`config.mk`:
```
export PLATFORM = sky130hd
export DESIGN_NAME = bz_player
export DESIGN_NICKNAME = d
export VERILOG_FILES = /design/src/rtl/bz_player.sv
export SDC_FILE = /design/constraint.sdc
export NUM_CORES = 1
export LEC_CHECK = 0
export BUFFER_PORTS_ARGS = -buffer_cell sky130_fd_sc_hd__buf_2
export CAP_MARGIN = 30
export CORE_MARGIN = 2
export CORE_UTILIZATION = 40
export DETAILED_ROUTE_END_ITERATION = 10
export GPL_TIMING_DRIVEN = 0
export PLACE_DENSITY = 0.55
export SYNTH_ARGS = -nofsm -noshare
export SYNTH_HDL_FRONTEND = slang
export SYNTH_SLANG_ARGS = --single-unit
```
`constraint.sdc`:
```
create_clock -name clk -period 4.2 [get_ports clk]
set_input_delay 0.84 -clock clk [delete_from_list [all_inputs] [get_ports clk]]
set_output_delay 0.84 -clock clk [all_outputs]
set_load 0.05 [all_outputs]
```
`src/rtl/bz_player.sv`:
```
// Music-ROM driven square-wave buzzer player: fetches 12-bit note words, plays each tone for its duration.
// Optional articulation gap at the end of every note is enabled by defining BZ_GAP_EN.
module bz_player #(
    parameter int ADDR_WIDTH = 11,
    parameter int TICK_DIV   = 50,
    parameter int BEAT_TICKS = 125000
) (
    input  logic                  clk,
    input  logic                  rst,
    input  logic                  start,
    input  logic                  stop,
    output logic                  rom_en,
    output logic [ADDR_WIDTH-1:0] rom_addr,
    input  logic [11:0]           rom_data,
    output logic                  buzzer_o,
    output logic                  busy,
    output logic                  done
);

    localparam int TICK_W    = (TICK_DIV > 1) ? $clog2(TICK_DIV) : 1;
    localparam int LEN_W     = $clog2(63 * BEAT_TICKS + 1);
    localparam int HALF_W    = 11;
    localparam int GAP_TICKS = BEAT_TICKS / 8;

    typedef enum logic [2:0] {
        IDLE,
        FETCH,
        WAIT,
        DECODE,
        PLAY
    } state_t;

    state_t              state_reg, state_next;
    logic [ADDR_WIDTH-1:0] addr_reg, addr_next;
    logic [HALF_W-1:0]   half_reg, half_next;
    logic [LEN_W-1:0]    len_reg, len_next;
    logic                rest_reg, rest_next;
    logic [HALF_W-1:0]   tone_cnt_reg, tone_cnt_next;
    logic [LEN_W-1:0]    dur_cnt_reg, dur_cnt_next;
    logic                buzz_reg, buzz_next;
    logic                done_reg, done_next;
    logic [TICK_W-1:0]   tick_cnt_reg;
    logic                tick;

    // Free-running 1 us tick, independent of playback state
    assign tick = (tick_cnt_reg == TICK_W'(TICK_DIV - 1));

    always_ff @(posedge clk) begin
        if (rst) begin
            tick_cnt_reg <= '0;
        end else if (tick) begin
            tick_cnt_reg <= '0;
        end else begin
            tick_cnt_reg <= tick_cnt_reg + TICK_W'(1);
        end
    end

    function automatic logic [HALF_W-1:0] base_half(input logic [3:0] note);
        case (note)
            4'd1:    base_half = 11'd1911;
            4'd2:    base_half = 11'd1804;
            4'd3:    base_half = 11'd1703;
            4'd4:    base_half = 11'd1607;
            4'd5:    base_half = 11'd1517;
            4'd6:    base_half = 11'd1432;
            4'd7:    base_half = 11'd1351;
            4'd8:    base_half = 11'd1276;
            4'd9:    base_half = 11'd1204;
            4'd10:   base_half = 11'd1136;
            4'd11:   base_half = 11'd1073;
            4'd12:   base_half = 11'd1012;
            default: base_half = 11'd0;
        endcase
    endfunction

    logic [3:0]        dec_note;
    logic [1:0]        dec_oct;
    logic [5:0]        dec_dur;
    logic [HALF_W-1:0] dec_half;
    logic [LEN_W-1:0]  dec_len;
    logic              dec_rest;

    assign dec_note = rom_data[11:8];
    assign dec_oct  = rom_data[7:6];
    assign dec_dur  = (rom_data[5:0] == 6'd0) ? 6'd1 : rom_data[5:0];
    assign dec_half = base_half(dec_note) >> dec_oct;
    assign dec_len  = LEN_W'(dec_dur) * LEN_W'(BEAT_TICKS);
    assign dec_rest = (dec_note == 4'd0) || (dec_note == 4'd13);

    always_ff @(posedge clk) begin
        if (rst) begin
            state_reg    <= IDLE;
            addr_reg     <= '0;
            half_reg     <= '0;
            len_reg      <= '0;
            rest_reg     <= 1'b0;
            tone_cnt_reg <= '0;
            dur_cnt_reg  <= '0;
            buzz_reg     <= 1'b0;
            done_reg     <= 1'b0;
        end else begin
            state_reg    <= state_next;
            addr_reg     <= addr_next;
            half_reg     <= half_next;
            len_reg      <= len_next;
            rest_reg     <= rest_next;
            tone_cnt_reg <= tone_cnt_next;
            dur_cnt_reg  <= dur_cnt_next;
            buzz_reg     <= buzz_next;
            done_reg     <= done_next;
        end
    end

    always_comb begin
        state_next    = state_reg;
        addr_next     = addr_reg;
        half_next     = half_reg;
        len_next      = len_reg;
        rest_next     = rest_reg;
        tone_cnt_next = tone_cnt_reg;
        dur_cnt_next  = dur_cnt_reg;
        buzz_next     = 1'b0;
        done_next     = 1'b0;

        case (state_reg)
            IDLE: begin
                if (start) begin
                    addr_next  = '0;
                    state_next = FETCH;
                end
            end
            FETCH: state_next = WAIT;
            WAIT:  state_next = DECODE;
            DECODE: begin
                half_next     = dec_half;
                len_next      = dec_len;
                rest_next     = dec_rest;
                tone_cnt_next = '0;
                dur_cnt_next  = '0;
                if (dec_note == 4'd15) begin
                    done_next  = 1'b1;
                    state_next = IDLE;
                end else if (dec_note == 4'd14) begin
                    addr_next  = '0;
                    state_next = FETCH;
                end else begin
                    state_next = PLAY;
                end
            end
            PLAY: begin
                buzz_next = buzz_reg;
                if (tick) begin
                    if (dur_cnt_reg == len_reg - LEN_W'(1)) begin
                        buzz_next  = 1'b0;
                        addr_next  = addr_reg + ADDR_WIDTH'(1);
                        state_next = FETCH;
                    end else begin
                        dur_cnt_next = dur_cnt_reg + LEN_W'(1);
                        if (tone_cnt_reg == half_reg - HALF_W'(1)) begin
                            tone_cnt_next = '0;
                            buzz_next     = ~buzz_reg & ~rest_reg;
                        end else begin
                            tone_cnt_next = tone_cnt_reg + HALF_W'(1);
                        end
                    end
                end
            end
            default: state_next = IDLE;
        endcase

        // Abort wins over everything except reset, and never reports completion
        if (stop) begin
            state_next = IDLE;
            buzz_next  = 1'b0;
            done_next  = 1'b0;
        end
    end

    assign rom_en   = (state_reg == FETCH);
    assign rom_addr = addr_reg;
    assign busy     = (state_reg != IDLE);
    assign done     = done_reg;

`ifdef BZ_GAP_EN
    // Silence the tail of each note; the tone counter keeps its phase underneath
    logic gap;
    assign gap      = (state_reg == PLAY) && (dur_cnt_reg >= len_reg - LEN_W'(GAP_TICKS));
    assign buzzer_o = buzz_reg & ~gap;
`else
    assign buzzer_o = buzz_reg;
`endif

endmodule

```
==> qor.csv <==
stage,metric,value,unit
logic_synthesis,top-area cell type share of the netlist area,25.8,%
global_routing,number of global-route vias before repair,5842,
logic_synthesis,Synth Area in XOR/XNOR,6.79,%
logic_synthesis,most common flop cell mapped by yosys,dfxtp_1,
drt,Detailed Route Iter0 Violations,417,
power_and_ir_drop,maximum vdd drop,0.211,mV
floorplan,# IOs,31,
floorplan,Horiz. Die Dim,135,um
clock_network,clock sink total,88,
cells_and_area,Sequential Area,0.00176,sq mm
drt,drc violations,0,
logic_synthesis,Adder-Cell Fraction of Synth Area,11.1,%
floorplan,CORE AREA,0.0166,sq mm
logic_synthesis,post-synthesis cell area,0.00683,sq mm
clock_network,hold buffer count at CTS,0,
sta,Slew @ Worst Pin,0.779,ns
clock_network,TritonCTS clock tree,done,
sta,Final Cycle Share,92.2,%
floorplan,Die ar.,0.0181,sq mm
setup_path,CP Max Fanout,4,
sta,Hold Fails Final Rpt,0,
drt,vias,6312,
drt,First-pass DRT Iterations,5,
logic_synthesis,syn nets,933,
sta,Worst Skew,0.00924,ns
setup_path,CP arrival,4.15,ns
cells_and_area,Area Overhead vs Synth,10.7,%
floorplan,Die Height,135,um
cells_and_area,Nets,972,
logic_synthesis,Synth Area in Compound Gates,22.7,%
clock_network,clk root buf,clkbuf_16,
clock_network,CTS buffer count,9,
clock_network,clock-pin slew on the worst setup and hold paths,0.07,ns
global_routing,global-route wire length before repair,30100,um
sta,RSZ-0062 raised after global routing,no,
floorplan,# rows,47,
cells_and_area,ant diodes,0,
placement,Routability Congestion,0.864,
global_routing,global-route usage over all layers,20.7,%
setup_path,crit path launch type,primary input,
setup_path,R2R setup slack,0.49,ns
global_routing,grt ovf,0,
sta,Tmin final,3.87,ns
logic_synthesis,sequential fraction of the synthesis area,25.8,%
logic_synthesis,dominant cell type by area after synthesis,dfxtp_1,
cells_and_area,Largest register FFs,23,
logic_synthesis,synthesized flop and latch total,88,
sta,setup violators final,0,
logic_synthesis,simple-gate share of the synthesized area,24.3,%
setup_path,critical path class,primary input to flop,
setup_path,worst path required time,4.48,ns
clock_network,H-tree depth,3,
logic_synthesis,"Warnings, synthesis",0,
sta,max-slew violations,0,
cells_and_area,Filler cells,1724,
run_status,status,finished clean,
drt,vias per inst,5.61,
logic_synthesis,"EDFF count, synth",0,
clock_network,Max clock buf depth,2,
power_and_ir_drop,Leakage,2.89,nW
worst_hold_path,HP Class,flop to flop,
placement,dpl cells,1110,
cells_and_area,design area,0.00756,sq mm
drt,final wirelength,18300,um
placement,PortBufs,27,
logic_synthesis,post-synthesis mux area share,3.10,%
sta,FMAX,258,MHz
cells_and_area,multi-input combinational cell area,0.00466,sq mm
logic_synthesis,cell count after synthesis,862,
global_routing,largest net degree at the start of global routing,16,
drt,routed len/inst,16.3,um
logic_synthesis,main area contributors after synthesis,"dfxtp_1 (26%), ha_1 (8.4%), nand2_1 (5.8%)",
global_routing,initial antenna violation count,0,
floorplan,Initial Utilization,41.0,%
power_and_ir_drop,P per Cell Area,283,mW/mm^2
cells_and_area,Final Non-Filler Cells,1126,
drt,Routed Antenna Nets,0,
job,Max Cap Viol,0,
logic_synthesis,largest family of logic cells by synthesized area,simple AND/OR/NAND/NOR gates,
sta,Relative slew margins,47.6,%
clock_network,Worst-Skew Late Latency,0.36,ns
logic_synthesis,"Async S/R FF share, synth",0,%
placement,placed inst area,0.00725,sq mm
logic_synthesis,Synth Area per Inst,7.93,sq um
placement,Detail Placement HPWL,14100,um
setup_path,endpoint class of the critical path,flop,
cells_and_area,share of post-route cells with drive strength above 1,8.83,%
logic_synthesis,synth unique cells,79,
## cell usage after synthesis (3+ instances only)
master,count
nand2_1,106
dfxtp_1,88
nor2_1,57
a21oi_1,56
ha_1,46
nand3_1,46
inv_1,45
clkbuf_1,41
o21ai_0,34
xnor2_1,31
nor3_1,25
xor2_1,22
mux2i_1,20
o2111ai_1,20
a2111o_1,19
a211oi_1,15
nor4_1,14
or3_1,12
a31oi_1,11
nand4_1,11
o211ai_1,10
fa_1,9
buf_1,8
a32oi_1,7
a21o_1,6
and2_1,4
and3_1,4
and4_1,4
nor3b_1,4
nor4b_1,4
o21bai_1,4
or2_2,4
or4_1,4
or4_4,4
a31o_2,3
buf_2,3
nand2b_1,3
nand3b_1,3
nor2b_1,3
o211a_1,3
or4b_2,3
## power breakdown
part           switching (W)  total, W  internal (W)
clock               0.000362  0.000827      0.000465
combinational       0.000274  0.000466      0.000192
sequential        0.00000594  0.000845      0.000839
total               0.000642   0.00214       0.00150
## worst max-delay path, stage by stage
cell and delay (ns):
buf_2 0.13, inv_1 0.13, ha_1 0.22, nand2_1 0.12
o21bai_4 0.19, ha_1 0.27, ha_1 0.29, inv_1 0.05
fa_1 0.53, inv_1 0.05, ha_1 0.31, and2_1 0.17
o21ai_1 0.17, o21ai_1 0.11, a41oi_1 0.20, xnor2_1 0.15
nand2_1 0.08, a21oi_1 0.14
## final timing paths
path | from | end | cells after the start
setup / recovery | rom_data[5] | len_reg[21]$_SDFFE_PP0N_ | 18
hold / removal | tick_cnt_reg[5]$_SDFF_PP0_ | tick_cnt_reg[5]$_SDFF_PP0_ | 2
setup reg to reg | len_reg[3]$_SDFFE_PP0N_ | rom_addr[1]$_SDFFE_PP0P_ | 12
hold reg to reg | tick_cnt_reg[5]$_SDFF_PP0_ | tick_cnt_reg[5]$_SDFF_PP0_ | 2
## cell type report
class / instances / share of cell area [%]
Multi-Input combinational cell: 672 / 61.6
Clock inverter: 6 / 0.893
Buffer: 55 / 3.32
Tap cell: 220 / 3.64
Clock buffer: 10 / 3.03
Inverter: 46 / 2.28
Timing Repair Buffer: 29 / 1.95
Sequential cell: 88 / 23.3
## layout by cell type, fill, tap and decap left out, types with 11 or more instances in the layout
cell type  synthesis  routed
mux2i_1           20      20
or3_1             12      12
o21ai_0           34      32
inv_1             45      44
clkbuf_1          41      41
ha_1              46      46
buf_2              3      31
xor2_1            22      22
nor2_1            57      57
a21oi_1           56      56
nor4_1            14      14
nand3_1           46      46
dfxtp_1           88      88
nand4_1           11      11
a211oi_1          15      15
nor3_1            25      25
xnor2_1           31      31
nand2_1          106     106
a2111o_1          19      19
o2111ai_1         20      20
## repair_timing
item | 4_1_cts | 5_1_grt
setup buffers | 0 | 1
endpoints found under the setup margin | 2 | 6
pin swaps | 0 | 2
gates resized for setup | 1 | 5
## cells by family after synthesis
| logic type | Yosys count |
|---|---|
| buf+inv | 102 |
| simple gates | 328 |
| mux | 21 |
| fa+ha+maj | 55 |
| compound gates | 215 |
| xor+xnor | 53 |
| flops | 88 |
## layer usage
| metal | share of wire (%) | vias up | track usage (%) |
|---|---|---|---|
| met5 | 0 | - | 0 |
| met3 | 2.9 | 15 | 3.19 |
| met2 | 46 | 95 | 33.7 |
| met4 | 0.99 | 0 | 4.39 |
| li1 | - | 3261 | - |
| met1 | 50 | 2941 | 28.9 |
## through the flow
step                      setup WS, ns  TNS (ns)  util, %  total power (W)  hold slack (ns)
after CTS                       0.0163         0     45.4          0.00216            0.478
after detailed placement        -0.525     -2.12     43.5          0.00133            0.467
after floorplan                  0.174         0        -          0.00123            0.440
after global routing           0.00210         0     45.5          0.00226            0.512
after global placement          -0.525     -2.13     43.5          0.00133            0.462
final                            0.328         0     45.5          0.00214            0.475
Power figures use the tool's default switching activity.
